**src/rtl/ps2_scancode_rx.sv**
```systemverilog
// PS/2 keyboard receiver: synchronises and glitch-filters the PS/2 lines, frames and checks
// bytes, folds E0/F0 prefixes into 10-bit events and queues them in a FWFT FIFO.
module ps2_scancode_rx #(
  parameter int FILTER_LEN     = 4,
  parameter int TIMEOUT_CYCLES = 25000,
  parameter int FIFO_AW        = 3
) (
  input  logic       clk,
  input  logic       reset,
  input  logic       ps2_clk,
  input  logic       ps2_data,
  output logic [9:0] data,
  output logic       valid,
  input  logic       ready,
  output logic       frame_err,
  output logic       overflow
);

  localparam int FW    = $clog2(FILTER_LEN + 1);
  localparam int TW    = $clog2(TIMEOUT_CYCLES + 1);
  localparam int DEPTH = 1 << FIFO_AW;
  localparam logic [FW-1:0]      FILT_MAX = FW'(FILTER_LEN - 1);
  localparam logic [TW-1:0]      TO_MAX   = TW'(TIMEOUT_CYCLES - 1);
  localparam logic [FIFO_AW:0]   FULL_CNT = (FIFO_AW + 1)'(DEPTH);

  typedef enum logic [1:0] {IDLE, RECV, CHECK} state_t;

  logic [1:0]         clk_sync, data_sync;
  logic               clk_s, data_s;
  logic               fclk, fall;
  logic [FW-1:0]      filt_cnt;
  state_t             state, next_state;
  logic [9:0]         shreg;
  logic [3:0]         bit_cnt;
  logic [TW-1:0]      to_cnt;
  logic               ext, brk;
  logic               timeout_hit, frame_good, push_req, push_ok, pop, full;
  logic [7:0]         code;
  logic [9:0]         mem [DEPTH];
  logic [FIFO_AW-1:0] wr_ptr, rd_ptr;
  logic [FIFO_AW:0]   count;

  // NOTE: sequential state uses non-blocking assignments so every flop samples pre-edge values.
  always_ff @(posedge clk) begin
    if (reset) begin
      clk_sync  <= 2'b11;
      data_sync <= 2'b11;
    end else begin
      clk_sync  <= {clk_sync[0], ps2_clk};
      data_sync <= {data_sync[0], ps2_data};
    end
  end

  assign clk_s  = clk_sync[1];
  assign data_s = data_sync[1];

  // fclk follows clk_s only after FILTER_LEN consecutive cycles of disagreement.
  always_ff @(posedge clk) begin
    if (reset) begin
      fclk     <= 1'b1;
      filt_cnt <= '0;
    end else if (clk_s == fclk) begin
      filt_cnt <= '0;
    end else if (filt_cnt == FILT_MAX) begin
      fclk     <= clk_s;
      filt_cnt <= '0;
    end else begin
      filt_cnt <= filt_cnt + 1'b1;
    end
  end

  assign fall = fclk && !clk_s && (filt_cnt == FILT_MAX);

  always_ff @(posedge clk) begin
    if (reset) state <= IDLE;
    else       state <= next_state;
  end

  always_comb begin
    // NOTE: default first so no path through this block infers a latch.
    next_state = state;
    unique case (state)
      IDLE:    if (fall && !data_s) next_state = RECV;
      RECV: begin
        if (timeout_hit)                     next_state = IDLE;
        else if (fall && bit_cnt == 4'd9)    next_state = CHECK;
      end
      CHECK:   next_state = IDLE;
      default: next_state = IDLE;
    endcase
  end

  assign code = shreg[7:0];

  always_comb begin
    timeout_hit = (state == RECV) && !fall && (to_cnt == TO_MAX);
    frame_good  = (state == CHECK) && shreg[9] && (^shreg[8:0]);
    frame_err   = ((state == IDLE) && fall && data_s) || timeout_hit ||
                  ((state == CHECK) && !frame_good);
    push_req    = frame_good && (code != 8'hE0) && (code != 8'hF0);
  end

  always_ff @(posedge clk) begin
    if (reset) begin
      shreg   <= '0;
      bit_cnt <= '0;
      to_cnt  <= '0;
      ext     <= 1'b0;
      brk     <= 1'b0;
    end else begin
      to_cnt <= (state == RECV && !fall) ? to_cnt + 1'b1 : '0;
      if (state == IDLE && fall && !data_s) begin
        shreg   <= '0;
        bit_cnt <= '0;
      end else if (state == RECV && fall) begin
        shreg   <= {data_s, shreg[9:1]};
        bit_cnt <= bit_cnt + 1'b1;
      end
      // Flags survive a timeout but not a bad frame or a completed event.
      if (state == CHECK) begin
        if (!frame_good) begin
          ext <= 1'b0;
          brk <= 1'b0;
        end else if (code == 8'hE0) begin
          ext <= 1'b1;
        end else if (code == 8'hF0) begin
          brk <= 1'b1;
        end else begin
          ext <= 1'b0;
          brk <= 1'b0;
        end
      end
    end
  end

  assign full     = (count == FULL_CNT);
  assign valid    = (count != '0);
  assign pop      = valid && ready;
  assign push_ok  = push_req && (!full || pop);
  assign overflow = push_req && full && !pop;
  assign data     = mem[rd_ptr];

  always_ff @(posedge clk) begin
    if (reset) begin
      wr_ptr <= '0;
      rd_ptr <= '0;
      count  <= '0;
    end else begin
      if (push_ok) wr_ptr <= wr_ptr + 1'b1;
      if (pop)     rd_ptr <= rd_ptr + 1'b1;
      unique case ({push_ok, pop})
        2'b10:   count <= count + 1'b1;
        2'b01:   count <= count - 1'b1;
        default: count <= count;
      endcase
    end
  end

  // NOTE: the storage array has no reset; entries are only observable once written.
  always_ff @(posedge clk) begin
    if (push_ok) mem[wr_ptr] <= {brk, ext, code};
  end

endmodule

```
**config.mk**
```make
export PLATFORM = sky130hd
export DESIGN_NAME = ps2_scancode_rx
export DESIGN_NICKNAME = d
export VERILOG_FILES = /design/src/rtl/ps2_scancode_rx.sv
export SDC_FILE = /design/constraint.sdc
export NUM_CORES = 1
export LEC_CHECK = 0
export BUFFER_PORTS_ARGS = -buffer_cell sky130_fd_sc_hd__buf_2
export CAP_MARGIN = 20
export CELL_PAD_IN_SITES_DETAIL_PLACEMENT = 0
export CELL_PAD_IN_SITES_GLOBAL_PLACEMENT = 1
export CORE_ASPECT_RATIO = 1.1
export CORE_MARGIN = 2
export CORE_UTILIZATION = 40
export CTS_CLUSTER_SIZE = 20
export DETAILED_ROUTE_END_ITERATION = 8
export PLACE_DENSITY_LB_ADDON = 0.1
export SYNTH_ARGS = -nofsm -noshare
export SYNTH_HDL_FRONTEND = slang
export SYNTH_SLANG_ARGS = --single-unit
```
**constraint.sdc**
```tcl
create_clock -name clk -period 4.2 [get_ports clk]
set_clock_uncertainty 0.05 [all_clocks]
set_input_delay 0.84 -clock clk [delete_from_list [all_inputs] [get_ports clk]]
set_output_delay 0.84 -clock clk [all_outputs]
set_load 0.01 [all_outputs]
```
Yosys cells after proc, flatten, opt, wreduce, memory -nomap -nowiden
Memory sizes are Yosys's and may differ from the RTL's. A register that Yosys moved wholly into a read port is not among the register bits.
Cells that the tools add are included.
{ "word_totals": {"register_bits": 51, "ramBits": 80, "inputBits": 5, "out_inout_bits": 13, "wordCells": 94, "mem_count": 1} }
{ "op_classes": {"n_addsub": 7, "eq_ne": 17, "muxes": 15, "bitwise_logic": 2, "reduce_logical": 39} }
{ "memory_table": {"columns": ["name", "depth", "width", "rd", "rd_ports_with_merged_regs", "write_ports", "line_no", "rtl"], "rows": [
  ["mem", 8, 10, 1, 1, 1, "39", "logic [9:0] mem [DEPTH];"]
]} }
{ "ops": {"columns": ["op", "n"], "rows": [
  ["$logic_and 1x1->1", 19],
  ["$eq 8x8->1 const B", 2],
  ["$ne 8x8->1 const B", 2],
  ["$add 15x1->15 const B", 1],
  ["$eq 15x15->1 const B", 1],
  ["$add 3x1->3 const B", 3],
  ["$reduce_xor 9->1", 1],
  ["$add 4x1->4 const B", 2],
  ["$eq 4x4->1 const B", 2],
  ["$mux 1", 8],
  ["$pmux 4 s2", 1],
  ["$reduce_and 2->1", 4],
  ["$logic_not 1->1", 6],
  ["$mux 2", 3],
  ["$mux 3", 2],
  ["$ne 3x3->1 const B", 2],
  ["$eq 2x1->1 const B", 2],
  ["$eq 2x2->1 const B", 2],
  ["$ne 2x2->1 const B", 2],
  ["$pmux 2 s2", 1],
  ["$reduce_bool 4->1", 1],
  ["$reduce_or 2->1", 2],
  ["$sub 4x1->4 const B", 1],
  ["$eq 3x2->1 const B", 1],
  ["other kinds (6)", 9]
]} }

Depth between registers and ports, before layout
Gate-level depths: netlist of the first run.
{ "depth": {"word_depth": 8, "mapped_depth": 13, "mapped_depth_nobuf": 12} }

Least setup slack after synthesis of the first run
Ideal clock, no wire load.
{ "synth_timing": {"kind": "register to register", "startpoint": "reg shreg[2]", "endpoint": "mem mem[0][0] (enable)", "setup_time_ps": 390, "arrival_ps": 2631, "t_required_ps": 3760, "path_slack_ps": 1129, "path_stages_with_launch": 8, "n_path_buf": 0, "synth_period_minus_slack_ps": 3071, "cell_sequence": "dfxtp_1 -> inv_1 -> ha_1 -> xnor3_2 -> xnor2_4 -> nor3b_4 -> nand2b_1 -> nor3_1"} }
{ "synth_between": {"elab_chain_cells": 7, "word_cells_on_any_way": 9, "classes_between": "2 x eq/ne; 2 x mux; 5 x reduce/logical"} }
{ "synth_rtl": {"columns": ["element", "line_no", "rtl"], "rows": [
  ["from (decl)", "33", "logic [9:0] shreg;"],
  ["from (signal assigned)", "116", "shreg <= {data_s, shreg[9:1]};"],
  ["$reduce_xor 9->1", "97", "frame_good = (state == CHECK) && shreg[9] && (^shreg[8:0]);"],
  ["$logic_and 1x1->1", "97", null],
  ["$logic_and 1x1->1", "100", "push_req = frame_good && (code != 8'hE0) && (code != 8'hF0);"],
  ["$logic_and 1x1->1 (*)", "100", null],
  ["$logic_and 1x1->1 (*)", "139", "assign push_ok = push_req && (!full || pop);"],
  ["$mux 1 (*)", "161", "if (push_ok) mem[wr_ptr] <= {brk, ext, code};"],
  ["$mux 1 (implied by the code) (*)", "161", null],
  ["to (decl)", "39", null]
]} }
Mark *: on every way between the ends. The rest lies on a longest branch, timed or not.

Final worst setup path of the first run
{ "layout_timing": {"startpoint": "reg shreg[2]", "endpoint": "out frame_err"} }
{ "layout_between": {"elab_chain_cells": 5} }
{ "layout_rtl": {"columns": ["element", "line_no", "rtl"], "rows": [
  ["$reduce_xor 9->1", "97", null],
  ["$logic_and 1x1->1", "97", null],
  ["$logic_not 1->1", null, null],
  ["$logic_and 1x1->1", "99", "((state == CHECK) && !frame_good);"],
  ["$logic_or 1x1->1", "98", "frame_err = ((state == IDLE) && fall && data_s) || timeout_hit ||"],
  ["to (decl)", "15", "output logic frame_err,"]
]} }
No other way between the ends.

==> results.ini, run 1 <==
[outcome]
outcome = finished, final reports clean

[sta]
final_min_period_over_clock_period_pct = 85.3
clock.fmax_mhz = 279
hold_viol_final = 0
max_slew.worst_pin.slew_ps = 1040
setup_repair_after_global_routing_missed_its_margin = false
post-route-worst-setup-slack_ps = 619
setup_tns_ps = 0
setup-violations-final = 0
final_max_slew_viol_count = 0
timing.final.crit_period_ps = 3580
slew_headroom_pct = 30.2

[cells_and_area]
flow.area_growth_from_synthesis_pct = 17.3
fin_nets = 449
filler_cell_count = 1201
diodes = 0
post_route_cells_drive_above_1_share_pct = 23.0

[global_route]
grt_usage_pct = 15.1
grt_overflow_total = 0
met3_usage_pct = 4.11
vias_in_the_first_global_route = 3171
global_route.peak_usage_layer = met2
largest_net_degree_at_the_start_of_global_routing = 25
antenna_found_initial = 0
grt_use_met2_pct = 25.0
grtUsageMet1_pct = 18.5
grt_first_pass_wirelength_mm = 16.4

[clock_network]
cts_made_buffers = 17
worstSkewPairLatency_ps = 410
postCtsSetupRepairBufs = 0
cts.reportedPaths.clkPinSlew_ps = 60
ctsLongestPathBuffers = 2
cts_tree = done
clk_root_buffer_cell = sky130_fd_sc_hd__clkbuf_16
cts.hold.buffers_added = 0
post_cts_resized = 0
cts.sinks = 134
ctsHtreeMaxLevel = 4

[critical_path]
critical_path.reg2reg.startpoint = shreg[2]
timing.critical_path.from_type = flip-flop
startpoint_of_the_most_critical_setup_path = shreg[2]
arrival_ps = 2690
crit_type = reg2out
top_fanout_value_on_the_critical_path = 11
timing.critical_path.to_type = output port
worst-endpoint-required_ps = 3310

[power_and_ir_drop]
power-per-cell-area_mw_per_mm2 = 479
vdd.ir_drop.worst_mv = 0.184
p_leak_nw = 2.12

[floorplanning]
num_io_pins = 18
floorplan.die.height_um = 127
die-width_um = 116
die_area_mm2 = 0.0146
design.core.area_mm2 = 0.0133
placement_rows = 44
start_util_pct = 41.3

[route]
drtIter0Drc = 152
avgRoutedWirePerCell_um = 15.9
drtAntennaViolNets = 0
vias_per_cell = 4.91
drt_first_pass_iters = 4
route.detailed.drc = 0
route.vias.total = 3079
routed_wirelength_mm = 9.96

[logic_synthesis]
ys_types = 45
post_synth_inst_count = 395
synth_edf_count = 80
synth_top_area_share_pct = 43.9
yosys-top-cells-area = sky130_fd_sc_hd__edfxtp_1 (44%), sky130_fd_sc_hd__dfxtp_1 (20%), sky130_fd_sc_hd__mux4_2 (8.2%)
async_flop_share_pct = 0
synth-warning-count = 0
syn_nets = 414
yosysSeqAreaShare_pct = 63.6
synth_area_mm2 = 0.00547
post-synth-top-area-cell = sky130_fd_sc_hd__edfxtp_1
postSynthRegisterBits = 134
synth_area_per_cell_um2 = 13.9
synthFlopType = sky130_fd_sc_hd__edfxtp_1

[place]
hpwl_mm = 6.29
gp_routability_congestion = 0.702
port-buffer-count = 17
pre_cts_ws_ps = 976

[min_path]
hold_path.class = reg2reg
worstHoldStart = clk_sync[0]

[job]
total_of_max_cap_violations = 0

## kinds of logic (layout without fill, tap and decap cells)
kind of cell / count (synthesis) / in the layout / synth area share, %
simple gates: 139 / 139 / 12.5
fa+ha+maj: 14 / 14 / 3.20
mux: 37 / 37 / 11.9
compound gates: 27 / 27 / 2.90
buf+inv: 22 / 70 / 1.62
xor+xnor: 22 / 22 / 4.27
flops: 134 / 134 / 63.6
## report_power, final
part           internal, mW  switching [mW]  total, mW  leakage (nW)
sequential             1.39          0.0108       1.40          1.18
combinational         0.122          0.0928      0.215         0.657
clock                 0.921           0.542       1.46         0.284
total                  2.43           0.645       3.08          2.12
## state kept, by name (all words and copies together), names as in the netlist, 2 cells and up, named ones only
register / count
clk_sync: 2
mem: 80
shreg: 10
to_cnt: 15
count: 4
wr_ptr: 3
filt_cnt: 3
state: 2
rd_ptr: 3
data_sync: 2
bit_cnt: 4
## final cells by class
class	instances	area, um^2	area share [%]
Clock buffer	21	470	7.33
Sequential cell	134	3480	54.2
Inverter	10	37.5	0.585
Clock inverter	11	123	1.91
Tap cell	184	230	3.59
Timing Repair Buffer	28	168	2.61
Multi-Input combinational cell	239	1910	29.7
## critical path, cell delays in order, from the launching register on
cell and delay (ps):
sky130_fd_sc_hd__dfxtp_1 500, sky130_fd_sc_hd__inv_1 80, sky130_fd_sc_hd__ha_1 310, sky130_fd_sc_hd__xnor3_2 420, sky130_fd_sc_hd__xnor2_4 240, sky130_fd_sc_hd__nor2_1 90, sky130_fd_sc_hd__mux2_2 270, sky130_fd_sc_hd__o21ai_0 200
sky130_fd_sc_hd__buf_2 170
## Yosys cell counts (2+ instances only)
| cell | count |
|---|---|
| sky130_fd_sc_hd__inv_1 | 10 |
| sky130_fd_sc_hd__nor2b_1 | 4 |
| sky130_fd_sc_hd__nand4_1 | 3 |
| sky130_fd_sc_hd__nor4b_1 | 2 |
| sky130_fd_sc_hd__xnor2_1 | 8 |
| sky130_fd_sc_hd__nand3_1 | 13 |
| sky130_fd_sc_hd__nor4_1 | 2 |
| sky130_fd_sc_hd__a21oi_1 | 16 |
| sky130_fd_sc_hd__and3_1 | 7 |
| sky130_fd_sc_hd__mux4_2 | 20 |
| sky130_fd_sc_hd__nand2b_1 | 7 |
| sky130_fd_sc_hd__nor3_1 | 11 |
| sky130_fd_sc_hd__edfxtp_1 | 80 |
| sky130_fd_sc_hd__a211oi_1 | 2 |
| sky130_fd_sc_hd__ha_1 | 14 |
| sky130_fd_sc_hd__buf_2 | 2 |
| sky130_fd_sc_hd__nor2_1 | 37 |
| sky130_fd_sc_hd__or3_1 | 2 |
| sky130_fd_sc_hd__xor2_1 | 11 |
| sky130_fd_sc_hd__mux2_1 | 2 |
| sky130_fd_sc_hd__o21ai_0 | 3 |
| sky130_fd_sc_hd__nand3b_1 | 4 |
| sky130_fd_sc_hd__buf_1 | 2 |
| sky130_fd_sc_hd__nand2_1 | 36 |
| sky130_fd_sc_hd__dfxtp_1 | 54 |
| sky130_fd_sc_hd__or2_2 | 5 |
| sky130_fd_sc_hd__or4_1 | 2 |
| sky130_fd_sc_hd__mux2i_1 | 3 |
| sky130_fd_sc_hd__clkbuf_1 | 7 |
| sky130_fd_sc_hd__mux2_2 | 11 |
## stage by stage
| step | cell area, um^2 | hold WS (ps) | instances | power, mW | util [%] |
|---|---|---|---|---|---|
| CTS | 6420 | 364 | 627 | 3.12 | 48.4 |
| global placement | 5830 | 342 | 595 | 1.65 | 43.9 |
| floorplan | 5470 | 339 | 395 | 1.59 | - |
| detailed placement | 5830 | 352 | 595 | 1.65 | 43.9 |
| finish | 6420 | 361 | 627 | 3.08 | 48.4 |
| global route | 6420 | 380 | 627 | 3.19 | 48.4 |
## metal layers
layer / vias to the layer above / wire length [um]
met5: - / 0
met4: 0 / 157
met3: 14 / 314
met2: 41 / 5020
met1: 1501 / 4470
li1: 1523 / -
## worst paths after layout
check             slack (ps)          end  cells past startpoint
setup / recovery         620    frame_err                      8
hold / removal           360  clk_sync[1]                      1
setup reg to reg        1000     count[2]                     12
hold reg to reg          360  clk_sync[1]                      1
## cell usage in the layout (no fill, tap or decap), drive strengths merged, types with 2 or more instances in the layout
master and instances:
a211oi 2, a21oi 16, and3 7, buf 28
bufinv 2, clkbuf 21, clkinv 4, clkinvlp 3
dfxtp 54, edfxtp 80, ha 14, inv 12
mux2 13, mux2i 4, mux4 20, nand2 37
nand2b 7, nand3 13, nand3b 4, nand4 3
nor2 37, nor2b 4, nor3 11, nor4 2
nor4b 2, o21ai 3, or2 6, or3 2
or4 2, xnor2 9, xor2 12
Note: power is estimated with default switching activity, not from simulation.
==> run 2: changes to the inputs <==
==> constraint.sdc (replaced) <==
create_clock -name clk -period 4.2 [get_ports clk]
set_clock_uncertainty 0.05 [all_clocks]
set_input_delay 0 -clock clk [delete_from_list [all_inputs] [get_ports clk]]
set_output_delay 0 -clock clk [all_outputs]
set_load 0.01 [all_outputs]
==> results.ini, run 2 (synthesis results as in run 1) <==
[power_and_ir_drop]
share_comb_of_total_power_pct = 6.8  ; -0.2 points
clock_power_share_pct = 49.1  ; +1.6 points
sequential_share_of_power_pct = 44.0  ; -1.5 points
vdd.ir_drop.worst_mv = 0.174  ; -5.5%
p_leak_nw = 2.14  ; +1.2%
power-per-cell-area_mw_per_mm2 = 489  ; +2.1%
switching_power_uw = 669  ; +3.7%
power.internal_mw = 2.51  ; +3.2%
switching_share_pct = 21.1  ; +0.091 points

[global_route]
largest_net_degree_at_the_start_of_global_routing = 25  ; unchanged
antenna_found_initial = 0  ; unchanged
grt_usage_pct = 15.3  ; +0.12 points
vias_in_the_first_global_route = 3226  ; +1.7%
grt_first_pass_wirelength_mm = 16.4  ; about the same
grt_overflow_total = 0  ; unchanged

[outcome]
outcome = finished, final reports clean

[critical_path]
arrival_ps = 3480  ; +790 ps
worst-endpoint-required_ps = 4450  ; +1140 ps
crit_type = reg2reg
timing.critical_path.to_type = flip-flop
top_fanout_value_on_the_critical_path = 11  ; unchanged
timing.critical_path.from_type = flip-flop
critical_path.reg2reg.startpoint = shreg[2]
startpoint_of_the_most_critical_setup_path = shreg[2]
worst_r2r_path_depth = 12  ; unchanged

[sta]
hold_ws_ps = 250  ; -111 ps
setup-violations-final = 0  ; unchanged
timing.final.crit_period_ps = 3240  ; -345 ps
slew_headroom_pct = 34.6  ; +4.3 points
max_slew.worst_pin.slew_ps = 980  ; -64.7 ps
setup_repair_after_global_routing_missed_its_margin = false
final_max_slew_viol_count = 0  ; unchanged
hold_viol_final = 0  ; unchanged
final_min_period_over_clock_period_pct = 77.1  ; -8.2 points
post-route-worst-setup-slack_ps = 964  ; +345 ps
setup_tns_ps = 0  ; unchanged
clock.fmax_mhz = 309  ; +11%

[clock_network]
ctsHtreeMaxLevel = 4  ; unchanged
clk_root_buffer_cell = sky130_fd_sc_hd__clkbuf_16
postCtsSetupRepairBufs = 0  ; unchanged
cts.sinks = 134  ; unchanged
cts.reportedPaths.clkPinSlew_ps = 60  ; about the same
ctsLongestPathBuffers = 2  ; unchanged
cts_made_buffers = 17  ; unchanged
cts_tree = done
worstSkewPairLatency_ps = 420  ; about the same

[place]
port-buffer-count = 17  ; unchanged
pre_cts_ws_ps = 954  ; -21.6 ps
placed_cell_area_mm2 = 0.00583  ; unchanged
hpwl_mm = 6.27  ; -0.29%
place.detailed.instances = 595  ; unchanged
gp_routability_congestion = 0.751  ; +6.9%

[floorplanning]
design.core.area_mm2 = 0.0133  ; unchanged
die-width_um = 116  ; unchanged
placement_rows = 44  ; unchanged
start_util_pct = 41.3  ; unchanged
die_area_mm2 = 0.0146  ; unchanged
num_io_pins = 18  ; unchanged
floorplan.die.height_um = 127  ; unchanged

[cells_and_area]
largest-register = mem
fin_nets = 453  ; +0.89%
flow.area_growth_from_synthesis_pct = 18.7
largest_register_ff_count = 80  ; unchanged
layout_commonest_cell = sky130_fd_sc_hd__edfxtp_1
post_route_cells_drive_above_1_share_pct = 23.3  ; +0.24 points
filler_cell_count = 1181  ; -1.7%
reg.largest.list = mem x80, to_cnt x15, shreg x10
seqCellArea_mm2 = 0.00348  ; unchanged
layout.cells.most_common_list = sky130_fd_sc_hd__edfxtp_1 (80), sky130_fd_sc_hd__dfxtp_1 (54), sky130_fd_sc_hd__nor2_1 (37), sky130_fd_sc_hd__nand2_1 (36), sky130_fd_sc_hd__mux4_2 (20)
total_area_of_multi_input_combinational_cells_mm2 = 0.00191  ; unchanged
final-instance-count-excl-fill = 631  ; +0.64%
diodes = 0  ; unchanged
post_route_standard_cell_area_excluding_fillers_mm2 = 0.00650  ; +1.2%

[min_path]
hold_path.class = in2reg
worstHoldStart = ps2_clk
whs_path_depth = 3  ; +2

[job]
total_of_max_cap_violations = 0  ; unchanged

[route]
drtAntennaViolNets = 0  ; unchanged
route.vias.total = 3128  ; +1.6%
routed_wirelength_mm = 9.83  ; -1.4%
route.detailed.drc = 0  ; unchanged
drt_first_pass_iters = 4  ; unchanged
avgRoutedWirePerCell_um = 15.6  ; -2.0%
drtIter0Drc = 184  ; +21%
vias_per_cell = 4.96  ; +0.95%

[run 2: cell count changes in the layout (fill, tap and decap cells not counted)]
cell | before | now
sky130_fd_sc_hd__inv_6 | 2 | 3
sky130_fd_sc_hd__clkbuf_8 | 3 | 0
sky130_fd_sc_hd__clkinvlp_4 | 3 | 5
sky130_fd_sc_hd__clkbuf_1 | 1 | 0
sky130_fd_sc_hd__clkinv_1 | 1 | 0
sky130_fd_sc_hd__dlygate4sd3_1 | 0 | 4
sky130_fd_sc_hd__bufinv_16 | 2 | 4
[run 2: final cells by class]
cell class              count  area share, %
flip-flops and latches    134           53.6
multi-input cells         239           29.4
clock buffers              17           6.55
well taps                 184           3.54
repair buffers             32           3.20
clock inverters            15           3.12
inverters                  10          0.578
[run 2: repair_timing]
action | in CTS | in global routing
endpoints found under the hold margin | 12 | 0
hold buffers | 4 | 0
setup endpoints to repair | 0 | 0
resized for setup | 0 | 0
[run 2: path summary, 6_finish.rpt]
| kind | end | slack (ps) |
|---|---|---|
| worst min register to register | clk_sync[1] | 360 |
| worst max register to register | count[2] | 960 |
| worst max-delay path | count[2] | 960 |
| worst min-delay path | clk_sync[0] | 250 |
[run 2: per-stage QoR]
step	utilization [%]	total power, mW
5_1_grt	49.0	3.30
2_1_floorplan	-	1.59
3_3_place_gp	43.9	1.65
3_5_place_dp	43.9	1.65
6_report	49.0	3.18
4_1_cts	49.0	3.22
[run 2: per-layer routing]
layer | global-route usage [%] | vias to the layer above | wire length (um)
met1 | 18.1 | 1534 | 4180
met5 | 0 | - | 0
met3 | 4.49 | 13 | 361
met2 | 25.3 | 50 | 5120
li1 | - | 1531 | -
met4 | 7.23 | 0 | 167
[run 2: worst max-delay path, stage by stage, from the launching register on]
cell and delay (ps):
sky130_fd_sc_hd__dfxtp_1 520, sky130_fd_sc_hd__inv_1 80, sky130_fd_sc_hd__ha_1 310, sky130_fd_sc_hd__xnor3_2 420
sky130_fd_sc_hd__xnor2_4 180, sky130_fd_sc_hd__or2_1 340, sky130_fd_sc_hd__nor2b_1 180, sky130_fd_sc_hd__xor2_1 140
sky130_fd_sc_hd__ha_1 200, sky130_fd_sc_hd__nor2_1 70, sky130_fd_sc_hd__o311ai_0 120, sky130_fd_sc_hd__mux2i_1 170
sky130_fd_sc_hd__mux2_1 330
[run 2: power groups by stage]
stage	combinational, mW	sequential, mW	clock [mW]
after floorplan	0.170	1.42	0
after global placement	0.221	1.43	0
after detailed placement	0.221	1.43	0
after CTS	0.225	1.40	1.59
after global routing	0.239	1.40	1.66
final	0.217	1.40	1.56
==> run 3: changes to the inputs <==
--- a/config.mk
+++ b/config.mk
@@ -5,6 +5,7 @@
 export SDC_FILE = /design/constraint.sdc
 export NUM_CORES = 1
 export LEC_CHECK = 0
+export ABC_AREA = 1
 export BUFFER_PORTS_ARGS = -buffer_cell sky130_fd_sc_hd__buf_2
 export CAP_MARGIN = 20
 export CELL_PAD_IN_SITES_DETAIL_PLACEMENT = 0
==> constraint.sdc (replaced) <==
create_clock -name clk -period 3.2 [get_ports clk]
set_clock_uncertainty 0.05 [all_clocks]
set_input_delay 0 -clock clk [delete_from_list [all_inputs] [get_ports clk]]
set_output_delay 0 -clock clk [all_outputs]
set_load 0.01 [all_outputs]
==> results.ini, run 3 <==
[sta]
max_slew.worst_pin.slew_ps = 718  ; -262 ps
clock.fmax_mhz = 353  ; +14%
hold_viol_final = 0  ; unchanged
slew_headroom_pct = 52.1  ; +17 points
setup-violations-final = 0  ; unchanged
timing.final.crit_period_ps = 2830  ; -407 ps
final_max_slew_viol_count = 0  ; unchanged
setup_repair_after_global_routing_missed_its_margin = false
setup_tns_ps = 0  ; unchanged
post-route-worst-setup-slack_ps = 371  ; -593 ps
final_min_period_over_clock_period_pct = 88.4  ; +11 points
hold_ws_ps = 44.6  ; -206 ps

[critical_path]
timing.critical_path.to_type = flip-flop
worst-endpoint-required_ps = 3200  ; -1250 ps
cell_by_cell_trace_of_the_critical_path = inv_1, ha_1, inv_1, nand2_1, nand2_1, nand2_1, nand3_1, nand2_1, nor2_2, inv_2, nor2_4, nand3_4, or2_4, nor2_2
timing.critical_path.slowest_stage_cell = sky130_fd_sc_hd__dfxtp_1
arrival_ps = 2830  ; -650 ps
crit_type = reg2reg
critPathTopFamily = simple AND/OR/NAND/NOR gates
critical_path.max_stage_delay_ps = 480  ; -40 ps
critical_path.n_buffers_inverters = 3  ; +2
cpMostUsedCell = sky130_fd_sc_hd__nand2_1
top_fanout_value_on_the_critical_path = 10  ; -1
timing.critical_path.from_type = flip-flop

[route]
avgRoutedWirePerCell_um = 14.3  ; -8.1%
drtAntennaViolNets = 0  ; unchanged
drt_first_pass_iters = 4  ; unchanged
route.vias.total = 4020  ; +29%
routed_wirelength_mm = 11.8  ; +20%
vias_per_cell = 4.89  ; -1.3%
route.detailed.drc = 0  ; unchanged
drtIter0Drc = 194  ; +5.4%

[logic_synthesis]
synth_edf_count = 80  ; unchanged
yosysSeqAreaShare_pct = 61.6  ; -2.1 points
synth_common_cells = sky130_fd_sc_hd__nor2_1 (111), sky130_fd_sc_hd__nand2_1 (81), sky130_fd_sc_hd__edfxtp_1 (80)
synth_top_area_share_pct = 42.4  ; -1.4 points
post_synth_inst_count = 581  ; +47%
synthFlopType = sky130_fd_sc_hd__edfxtp_1
ys_types = 36  ; -20%
postSynthRegisterBits = 134  ; unchanged
async_flop_share_pct = 0  ; unchanged
yosys-top-cells-area = sky130_fd_sc_hd__edfxtp_1 (42%), sky130_fd_sc_hd__dfxtp_1 (19%), sky130_fd_sc_hd__nor2_1 (7.4%)
synth_area_per_cell_um2 = 9.74  ; -30%
syn_nets = 600  ; +45%
synth_area_mm2 = 0.00566  ; +3.4%
post-synth-top-area-cell = sky130_fd_sc_hd__edfxtp_1
synth-warning-count = 0  ; unchanged
post-synth-top-count-cell = sky130_fd_sc_hd__nor2_1

[floorplanning]
floorplan.die.height_um = 129  ; +1.6%
die-width_um = 117  ; +1.6%
die_area_mm2 = 0.0151  ; +3.3%
start_util_pct = 41.0  ; -0.23 points
design.core.area_mm2 = 0.0138  ; +4.0%
placement_rows = 45  ; +2.3%
num_io_pins = 18  ; unchanged

[place]
hpwl_mm = 7.69  ; +23%
gp_routability_congestion = 0.781  ; +4.0%
placed_cell_area_mm2 = 0.00604  ; +3.7%
port-buffer-count = 17  ; unchanged
pre_cts_ws_ps = 328  ; -626 ps
place.detailed.instances = 785  ; +32%

[cells_and_area]
post_route_standard_cell_area_excluding_fillers_mm2 = 0.00672  ; +3.5%
post_route_cells_drive_above_1_share_pct = 14.5  ; -8.8 points
largest_register_ff_count = 80  ; unchanged
diodes = 0  ; unchanged
fin_util_pct = 48.7  ; -0.24 points
layout_commonest_cell = sky130_fd_sc_hd__nor2_1
layout.cells.most_common_list = sky130_fd_sc_hd__nor2_1 (111), sky130_fd_sc_hd__nand2_1 (81), sky130_fd_sc_hd__edfxtp_1 (80), sky130_fd_sc_hd__dfxtp_1 (54), sky130_fd_sc_hd__o21ai_0 (53)
fin_nets = 640  ; +41%
reg.largest.list = mem x80, to_cnt x15, shreg x10
flow.area_growth_from_synthesis_pct = 18.8  ; about the same
largest-register = mem
final-instance-count-excl-fill = 822  ; +30%

[clock_network]
cts.reportedPaths.clkPinSlew_ps = 50  ; about the same
post_cts_resized = 0  ; unchanged
ctsLongestPathBuffers = 2  ; unchanged
ctsHtreeMaxLevel = 4  ; unchanged
cts.hold.buffers_added = 5  ; +1
cts_tree = done
cts.sinks = 134  ; unchanged
clk_root_buffer_cell = sky130_fd_sc_hd__clkbuf_16
postCtsSetupRepairBufs = 0  ; unchanged
cts_made_buffers = 17  ; unchanged
worstSkewPairLatency_ps = 410  ; about the same

[outcome]
outcome = finished, final reports clean

[global_route]
largest_net_degree_at_the_start_of_global_routing = 41  ; +64%
grt_overflow_total = 0  ; unchanged
vias_in_the_first_global_route = 3964  ; +23%
antenna_found_initial = 0  ; unchanged
grt_first_pass_wirelength_mm = 19.5  ; +19%
grt_usage_pct = 16.7  ; +1.5 points

[power_and_ir_drop]
p_leak_nw = 2.62  ; +22%
vdd.ir_drop.worst_mv = 0.276  ; +59%
power-per-cell-area_mw_per_mm2 = 733  ; +50%
total_power_mw = 4.93  ; +55%

[job]
total_of_max_cap_violations = 0  ; unchanged

[min_path]
hold_path.class = in2reg

## run 3: cells by family after synthesis
logic type / after synthesis / share of synthesized area [%]
buf+inv: 74 / 4.91
compound gates: 106 / 10.1
simple gates: 247 / 19.5
xor+xnor: 6 / 0.929
fa+ha+maj: 14 / 3.10
flops: 134 / 61.6
## run 3: where the power goes
group          internal (mW)  total [mW]  switching, mW
combinational          0.351        1.01          0.658
clock                   1.33        2.02          0.692
sequential              1.86        1.89         0.0379
total                   3.54        4.93           1.39
## run 3: final cells by class
| cell class | instances | area, um^2 |
|---|---|---|
| fill | 1300 | 7070 |
| sequential | 134 | 3480 |
| multi-input combinational | 373 | 1900 |
| clock buffer | 26 | 544 |
| timing repair buffer | 40 | 270 |
| tap | 188 | 235 |
| inverter | 55 | 206 |
| clock inverter | 6 | 83.8 |
## run 3: path summary, 6_finish.rpt
kind,startpoint,slack (ps),to,depth (start not counted)
max,shreg[0],370,mem[4][2],14
min,ready,40,rd_ptr[1],4
max reg2reg,shreg[0],370,mem[4][2],14
min reg2reg,clk_sync[0],360,clk_sync[1],1
## run 3: metal layers
metal	vias to the layer above	wire, um	track usage, %
met4	0	272	7.16
met5	-	0	0
li1	2047	-	-
met2	62	5710	28.3
met3	20	400	3.90
met1	1891	5380	20.7
## run 3: tightest hold or removal path, cell delays in order
cell and delay [ps]:
sky130_fd_sc_hd__buf_2 90, sky130_fd_sc_hd__nand2_1 120, sky130_fd_sc_hd__o21ai_0 180, sky130_fd_sc_hd__nor2_1 60
